**src/rtl/fc_sched_pkg.sv**
```systemverilog
// fc_sched_pkg: shared widths, FSM state encoding and timing constants for the
// FC tiling scheduler.
package fc_sched_pkg;

  localparam int ADDR_W        = 12;
  localparam int PIECE_W       = 8;
  localparam int TILE_W        = 8;
  localparam int GRP_W         = 2 * PIECE_W;
  localparam int SETTLE_CYCLES = 2;

  typedef enum logic [2:0] {
    S_IDLE       = 3'd0,
    S_TILE_START = 3'd1,
    S_SETTLE     = 3'd2,
    S_ISSUE      = 3'd3,
    S_WAIT       = 3'd4,
    S_DONE       = 3'd5
  } state_e;

endpackage

```
**src/rtl/fc_tile_addr_acc.sv**
```systemverilog
// fc_tile_addr_acc: tiling start-address accumulator. Loads the base address
// and stride at layer start, then adds the stride on every tiling advance.
// The sum wraps naturally modulo 2^ADDR_W.
module fc_tile_addr_acc
  import fc_sched_pkg::*;
(
  input  logic              i_clk,
  input  logic              i_rst,
  input  logic              i_load,
  input  logic              i_step,
  input  logic [ADDR_W-1:0] i_base,
  input  logic [ADDR_W-1:0] i_stride,
  output logic [ADDR_W-1:0] o_addr
);

  logic [ADDR_W-1:0] addr_q;
  logic [ADDR_W-1:0] stride_q;

  // Accumulate the per-tiling start address.
  always_ff @(posedge i_clk) begin
    if (i_rst) begin
      addr_q   <= '0;
      stride_q <= '0;
    end else if (i_load) begin
      addr_q   <= i_base;
      stride_q <= i_stride;
    end else if (i_step) begin
      addr_q   <= addr_q + stride_q;
    end
  end

  assign o_addr = addr_q;

endmodule

```
**src/rtl/fc_tile_sched.sv**
```systemverilog
// fc_tile_sched: walks all tilings of one FC layer, starting the AGU once per
// tiling and issuing one group-start per input x output piece.
// Optional build macro FC_SCHED_PERF_EN adds o_StallCnt (ISSUE stall cycles).
//
// state        | meaning
// -------------+-----------------------------------------------------------
// S_IDLE       | waiting for i_LayerStart; outputs hold last layer's values
// S_TILE_START | o_AGUStart high, flags/address valid for this tiling
// S_SETTLE     | fixed wait covering the AGU first-group latency
// S_ISSUE      | waiting for AGU and PE readiness to issue a group
// S_WAIT       | group in flight, waiting for i_PE_GroupDone
// S_DONE       | layer finished; o_LayerDone is raised on exit
module fc_tile_sched
  import fc_sched_pkg::*;
(
  input  logic               i_clk,
  input  logic               i_rst,
  input  logic               i_LayerStart,
  input  logic [TILE_W-1:0]  i_TileNum,
  input  logic [ADDR_W-1:0]  i_BaseAdder,
  input  logic [ADDR_W-1:0]  i_TileStride,
  input  logic [PIECE_W-1:0] i_Input_PieceNum,
  input  logic [PIECE_W-1:0] i_Out_PieceNum,
  input  logic               i_PreComp_Rdy,
  input  logic               i_PE_Ready,
  input  logic               i_PE_GroupDone,
  output logic               o_AGUStart,
  output logic [ADDR_W-1:0]  o_StartAdder,
  output logic [PIECE_W-1:0] o_Input_PieceNum,
  output logic [PIECE_W-1:0] o_Out_PieceNum,
  output logic               o_bFirstTiling,
  output logic               o_bLastTiling,
  output logic               o_GroupStart,
  output logic               o_Busy,
  output logic               o_LayerDone,
  output logic               o_CfgErr
`ifdef FC_SCHED_PERF_EN
  ,
  output logic [15:0]        o_StallCnt
`endif
);

  state_e             state_q;
  logic [TILE_W-1:0]  tile_num_q;
  logic [TILE_W-1:0]  tile_q;
  logic [TILE_W-1:0]  tile_d;
  logic [GRP_W-1:0]   grp_total_q;
  logic [GRP_W-1:0]   grp_cnt_q;
  logic [GRP_W-1:0]   grp_cnt_d;
  logic [1:0]         settle_q;
  logic               agu_start_q;
  logic               first_q;
  logic               last_q;
  logic               grp_start_q;
  logic               busy_q;
  logic               done_q;
  logic               cfg_err_q;
  logic [PIECE_W-1:0] in_pn_q;
  logic [PIECE_W-1:0] out_pn_q;
`ifdef FC_SCHED_PERF_EN
  logic [15:0]        stall_q;
`endif

  logic cfg_bad;
  logic issue_ok;
  logic acc_load;
  logic acc_step;

  assign tile_d    = tile_q + TILE_W'(1);
  assign grp_cnt_d = grp_cnt_q + GRP_W'(1);
  assign cfg_bad   = (i_TileNum == '0) | (i_Input_PieceNum == '0) | (i_Out_PieceNum == '0);
  assign issue_ok  = i_PreComp_Rdy & i_PE_Ready;

  // The accumulator moves in lockstep with the FSM's layer-start and tile-advance edges.
  assign acc_load = (state_q == S_IDLE) & i_LayerStart;
  assign acc_step = (state_q == S_WAIT) & i_PE_GroupDone & (grp_cnt_d == grp_total_q) & ~last_q;

  fc_tile_addr_acc u_addr_acc (
    .i_clk    (i_clk),
    .i_rst    (i_rst),
    .i_load   (acc_load),
    .i_step   (acc_step),
    .i_base   (i_BaseAdder),
    .i_stride (i_TileStride),
    .o_addr   (o_StartAdder)
  );

  // Layer/tiling/group sequencer with registered control outputs.
  always_ff @(posedge i_clk) begin
    if (i_rst) begin
      state_q     <= S_IDLE;
      tile_num_q  <= '0;
      tile_q      <= '0;
      grp_total_q <= '0;
      grp_cnt_q   <= '0;
      settle_q    <= '0;
      agu_start_q <= 1'b0;
      first_q     <= 1'b0;
      last_q      <= 1'b0;
      grp_start_q <= 1'b0;
      busy_q      <= 1'b0;
      done_q      <= 1'b0;
      cfg_err_q   <= 1'b0;
      in_pn_q     <= '0;
      out_pn_q    <= '0;
`ifdef FC_SCHED_PERF_EN
      stall_q     <= '0;
`endif
    end else begin
      agu_start_q <= 1'b0;
      grp_start_q <= 1'b0;
      done_q      <= 1'b0;
      case (state_q)
        S_IDLE: begin
          if (i_LayerStart) begin
            tile_num_q  <= i_TileNum;
            in_pn_q     <= i_Input_PieceNum;
            out_pn_q    <= i_Out_PieceNum;
            grp_total_q <= GRP_W'(i_Input_PieceNum) * GRP_W'(i_Out_PieceNum);
            tile_q      <= '0;
            grp_cnt_q   <= '0;
            busy_q      <= 1'b1;
            cfg_err_q   <= cfg_bad;
`ifdef FC_SCHED_PERF_EN
            stall_q     <= '0;
`endif
            if (cfg_bad) begin
              state_q <= S_DONE;
            end else begin
              agu_start_q <= 1'b1;
              first_q     <= 1'b1;
              last_q      <= (i_TileNum == TILE_W'(1));
              state_q     <= S_TILE_START;
            end
          end
        end
        S_TILE_START: begin
          grp_cnt_q <= '0;
          settle_q  <= 2'(SETTLE_CYCLES - 1);
          state_q   <= S_SETTLE;
        end
        S_SETTLE: begin
          if (settle_q == '0) state_q <= S_ISSUE;
          else                settle_q <= settle_q - 2'd1;
        end
        S_ISSUE: begin
          if (issue_ok) begin
            grp_start_q <= 1'b1;
            state_q     <= S_WAIT;
          end
`ifdef FC_SCHED_PERF_EN
          else if (stall_q != 16'hFFFF) begin
            stall_q <= stall_q + 16'd1;
          end
`endif
        end
        S_WAIT: begin
          if (i_PE_GroupDone) begin
            grp_cnt_q <= grp_cnt_d;
            if (grp_cnt_d != grp_total_q) begin
              state_q <= S_ISSUE;
            end else if (last_q) begin
              state_q <= S_DONE;
            end else begin
              tile_q      <= tile_d;
              agu_start_q <= 1'b1;
              first_q     <= 1'b0;
              last_q      <= (tile_d == tile_num_q - TILE_W'(1));
              state_q     <= S_TILE_START;
            end
          end
        end
        S_DONE: begin
          done_q  <= 1'b1;
          busy_q  <= 1'b0;
          state_q <= S_IDLE;
        end
        default: state_q <= S_IDLE;
      endcase
    end
  end

  assign o_AGUStart       = agu_start_q;
  assign o_Input_PieceNum = in_pn_q;
  assign o_Out_PieceNum   = out_pn_q;
  assign o_bFirstTiling   = first_q;
  assign o_bLastTiling    = last_q;
  assign o_GroupStart     = grp_start_q;
  assign o_Busy           = busy_q;
  assign o_LayerDone      = done_q;
  assign o_CfgErr         = cfg_err_q;
`ifdef FC_SCHED_PERF_EN
  assign o_StallCnt       = stall_q;
`endif

endmodule

```
**config.mk**
```make
export PLATFORM = sky130hd
export DESIGN_NAME = fc_tile_sched
export DESIGN_NICKNAME = d
export VERILOG_FILES = /design/src/rtl/fc_sched_pkg.sv /design/src/rtl/fc_tile_addr_acc.sv /design/src/rtl/fc_tile_sched.sv
export SDC_FILE = /design/constraint.sdc
export NUM_CORES = 1
export LEC_CHECK = 0
export ABC_AREA = 1
export BUFFER_PORTS_ARGS = -buffer_cell sky130_fd_sc_hd__buf_2
export CAP_MARGIN = 0
export CORE_UTILIZATION = 60
export DETAILED_ROUTE_END_ITERATION = 10
export PLACE_DENSITY = 0.87
export SLEW_MARGIN = 20
export SYNTH_ARGS = -nofsm -noshare
export SYNTH_HDL_FRONTEND = slang
export SYNTH_SLANG_ARGS = --single-unit
```
**constraint.sdc**
```tcl
create_clock -name i_clk -period 6.08 [get_ports i_clk]
set_clock_uncertainty 0.05 [all_clocks]
set_input_delay 0.912 -clock i_clk [delete_from_list [all_inputs] [get_ports i_clk]]
set_output_delay 0.912 -clock i_clk [all_outputs]
set_load 0.01 [all_outputs]
```
=== After elaboration in Yosys (flattened, before gate mapping) ===
Cells that the tools add are included.

* Output and inout bits: 35
* Word-level logic and storage cells: 110
* Flip-flop bits (word level): 100
* Input bits: 54

* Reduce and logical (&&, ||, !) cells: 19
* Add/subtract/negate cells: 5
* Bitwise gates (word level): 9
* Multiplexer cells: 42
* $mul: 1
* Equal/unequal tests: 17

{| class="wikitable"
|+ Operators by type and width
! kind !! count
|-
| $pmux W16 S3 || 1
|-
| $mux W16 || 2
|-
| $mux W8 || 4
|-
| $logic_not A8 Y1 || 3
|-
| $mux W12 || 2
|-
| $mux W3 || 7
|-
| $mux W1 || 18
|-
| $add A16 B1 Y16 const B || 1
|-
| $eq A16 B16 Y1 || 1
|-
| $mul A8 B8 Y16 || 1
|-
| $ne A16 B16 Y1 || 1
|-
| $ne A2 B2 Y1 const B || 8
|-
| $pmux W8 S2 || 1
|-
| $pmux W3 S5 || 1
|-
| $add A12 B12 Y12 || 1
|-
| $reduce_and A5 Y1 || 2
|-
| $add A8 B1 Y8 const B || 1
|-
| $eq A8 B1 Y1 const B || 1
|-
| $eq A8 B8 Y1 || 1
|-
| $pmux W1 S2 || 4
|-
| $reduce_bool A2 Y1 || 4
|-
| $sub A8 B1 Y8 const B || 1
|-
| $eq A3 B2 Y1 const B || 2
|-
| $eq A3 B3 Y1 const B || 2
|-
| other kinds (15) || 23
|}

=== Logic depth before layout (Yosys ltp) ===
* Depth in word-level cells: 6
* Mapped depth: 20
* Mapped depth without buffers: 19

=== Hierarchy ===
Synthesis repeated with hierarchy kept, for this count alone.

* Cell total of the unflattened synthesis: 1181
* Area total of the unflattened synthesis: 7903.8 um^2

{| class="wikitable"
|+ Modules (own cells, without submodules)
! module !! times used !! sequential area each (um^2) !! cells each !! area each (um^2)
|-
| fc_tile_sched || 1 || 1521.5 || 950 || 6391.1
|-
| fc_tile_addr_acc || 1 || 480.5 || 231 || 1512.7
|}

=== Least setup slack after synthesis ===
Ideal clock, no wire load.

* Path type: input to register
* Start: in i_Out_PieceNum[7]
* End: reg grp_total_q[12]
* Buffers on the path: 1
* Required time: 5.972 ns
* Setup time: 0.058 ns
* Stages on the path: 18
* Data arrival time: 4.811 ns
* Path slack: 1.161 ns
* Cells stage by stage: clkbuf_1 nand2_1 fa_1 fa_1 inv_1 fa_1 inv_1 fa_1 inv_1 ha_1 a21oi_1 o21ai_0 a21oi_1 o21bai_1 or2_2 nand3_1 o211ai_1 inv_1

* Cells in the longest elaborated chain, start to end: 1

{| class="wikitable"
|+ Ends and longest elaborated chain
! element !! RTL line !! text
|-
| start, declared || fc_tile_sched.sv:23 || <nowiki>input logic [PIECE_W-1:0] i_Out_PieceNum,</nowiki>
|-
| $mul A8 B8 Y16 || fc_tile_sched.sv:119 || <nowiki>grp_total_q <= GRP_W'(i_Input_PieceNum) * GRP_W'(i_Out_PieceNum);</nowiki>
|-
| end signal, assigned || fc_tile_sched.sv:119 ||
|-
| end, declared || fc_tile_sched.sv:47 || <nowiki>logic [GRP_W-1:0] grp_total_q;</nowiki>
|}

No other way between the ends.
A chain may end at the register's enable or synchronous reset.

=== Worst setup path after layout ===
Ends and elaborated chain as after synthesis.

==> metrics <==
status complete, no violations; I/O Buffers 88; gr usage total 0.285; critical path fanouts, max 10; hold slack 415 ps; CTS Sinks 100; highest routed layer met4; GPL Wtd Cong 0.890; core area 0.0127 mm2; final setup fails 0; Die Width 116 um; # DRC 0; Hold Fails Final Rpt 0; clock root buffer clkbuf_16; Synth cell types 37; final WL 18200 um; post-CTS setup buffers 0; Area Growth Syn to Fin 10.6%; Yosys Warn Count 0; initial antenna violation count 0; RSZ-0062 raised after global routing false; P_leak 4.48 nW; fill count 1110; critical path arrival 5010 ps; DR WL met2 8740 um; 1st-iter DRT viols 632; CTS buffer count 9; Final Cycle Share 0.781; drt pass-1 iters 5; pwr dens 366 mW/mm2; number of cells produced by synthesis 1177; hold buffer count at cts 0; HP Class reg2reg; Max clock buf depth 2; M1 WL 8180 um; CTS H-tree lvls 3; sequential area share after synthesis 0.256; CP required 6340 ps; Final ANT Viol Nets 0; via count 7437; largest net degree at the start of global routing 74; Final Util 0.682; Max VDD drop 0.000205 V; Final nets 1378; clock latency on the worst-skew pair 360 ps; Area after DPL 0.00832 mm2; MaxCap Viol Count 0; HPWL Detailed 13200 um; post-synthesis register bit count 100; max-slew violations 0; ys flop type dfxtp_1; number of global-route vias before repair 6902; Post-synth EDFFs 0; most common cell in the netlist nand2_1; Synthesized Nets 1319; CTS tree yes; largest area contributor in the netlist dfxtp_1; GRT overflow 0; first-pass GRT wire length 30800 um; Antenna Cells 0; Die Area 0.0135 mm2; critical path class in2reg; top cell type's share of synthesized area 0.256; Netlist Area Pre-Place 0.00781 mm2; Synth async-reset ratio 0; DR vias/cell 5.26; CTS clk-pin slew, worst paths 70 ps; Post-synth top cells nand2_1 (351), inv_1 (184), dfxtp_1 (100); Register Area 0.00200 mm2; Crit. End Element register; crit start category input port; Worst Tran Pin Value 735 ps; DR WL met3 1030 um; top-level I/O count 89; die height 116 um; f_max 211 MHz; layout cell share with drive strength beyond 1 0.107; Post-Synthesis Mean Instance Area 6.64 um2; cell area after layout 0.00864 mm2; Post-CTS Resized 0; Initial Utilization 0.616; DR WL/cell 12.9 um; Final min period 4750 ps; relative slew slack 0.510; top post-synthesis cells by area dfxtp_1 (26%), nand2_1 (17%), fa_1 (9.5%); final setup TNS 0 ps; row count 41; Multi-input gate area 0.00493 mm2
kinds of logic (layout without fill, tap and decap cells):
logic type / Yosys count / after routing / share of synthesized area
AOI/OAI and AO/OA: 163 / 163 / 0.111
xor gates and xnor gates: 31 / 31 / 0.0400
adders and majority gates: 88 / 88 / 0.177
buffers and inverters: 230 / 294 / 0.113
DFF: 100 / 100 / 0.256
and+or+nand+nor: 565 / 565 / 0.303
metrics by stage:
step	instances	setup slack, ps	power, W
2_1_floorplan	1177	1160	0.00218
3_3_place_gp	1397	1100	0.00246
3_5_place_dp	1397	1010	0.00251
4_1_cts	1413	1380	0.00316
5_1_grt	1413	1080	0.00346
6_report	1413	1330	0.00316
worst max-delay path: stages:
cell and delay (ps):
buf_2 190, nand2_1 110, fa_1 520, fa_1 550, inv_1 50, fa_1 530, inv_1 50, fa_1 530
inv_1 40, ha_1 340, a21oi_1 190, o21ai_0 140, a21oi_1 210, o21bai_1 100, or2_2 280, nand3_1 80
o211ai_1 100, inv_1 60
area by class of cell:
cell class	count	area share
repair buffers	92	0.0544
flip-flops and latches	100	0.232
well taps	172	0.0249
inverters	186	0.0808
multi-input cells	847	0.571
clock inverters	5	0.00956
clock buffers	11	0.0281
worst paths after layout:
check / start / endpoint / slack [ps] / cells past startpoint
max: i_Out_PieceNum[7] / grp_total_q[12]$_SDFFE_PP0P_ / 1330 / 18
min: o_Input_PieceNum[0]$_SDFFE_PP0P_ / o_Input_PieceNum[0]$_SDFFE_PP0P_ / 410 / 2
max reg2reg: state_q[0]$_SDFFE_PP0P_ / u_addr_acc.o_addr[6]$_SDFFE_PP0P_ / 3110 / 11
min reg2reg: o_Input_PieceNum[0]$_SDFFE_PP0P_ / o_Input_PieceNum[0]$_SDFFE_PP0P_ / 410 / 2
state kept, by name, summed over array words and instances, names as in the netlist:
name / cells
u_addr_acc.o_addr: 12
o_bFirstTiling: 1
grp_cnt_q: 16
o_bLastTiling: 1
o_LayerDone: 1
state_q: 3
settle_q: 2
o_Busy: 1
o_CfgErr: 1
u_addr_acc.stride_q: 12
o_Input_PieceNum: 8
tile_num_q: 8
grp_total_q: 16
o_AGUStart: 1
o_Out_PieceNum: 8
o_GroupStart: 1
tile_q: 8
per-layer routing:
metal  vias to the layer above  global-route usage
met5                         -                   0
met4                         0              0.0675
met3                        21              0.0576
met2                       203               0.487
met1                      3410               0.371
li1                       3803                   -
cells in the final DEF (no fill, tap or decap), types with 5 or more instances in the layout:
| cell type | synthesis | layout |
|---|---|---|
| ha_1 | 51 | 51 |
| nor2_2 | 5 | 5 |
| inv_1 | 184 | 184 |
| o21ai_0 | 50 | 50 |
| nor2_1 | 93 | 93 |
| nand3_1 | 67 | 67 |
| o21bai_1 | 6 | 6 |
| fa_1 | 37 | 37 |
| buf_2 | 2 | 88 |
| clkbuf_16 | 0 | 9 |
| xor2_1 | 18 | 18 |
| dfxtp_1 | 100 | 100 |
| nor4_1 | 6 | 6 |
| or2_2 | 11 | 11 |
| nand2_1 | 351 | 350 |
| xnor2_1 | 10 | 10 |
| nand4_1 | 14 | 14 |
| a21oi_1 | 92 | 92 |
report_power, final:
part / internal (W) / switching, W / total (W)
Clock: 0.000374 / 0.000270 / 0.000644
Combinational: 0.000602 / 0.000994 / 0.00160
Sequential: 0.000813 / 0.000110 / 0.000923
Total: 0.00179 / 0.00137 / 0.00316
Power figures use the tool's default switching activity.
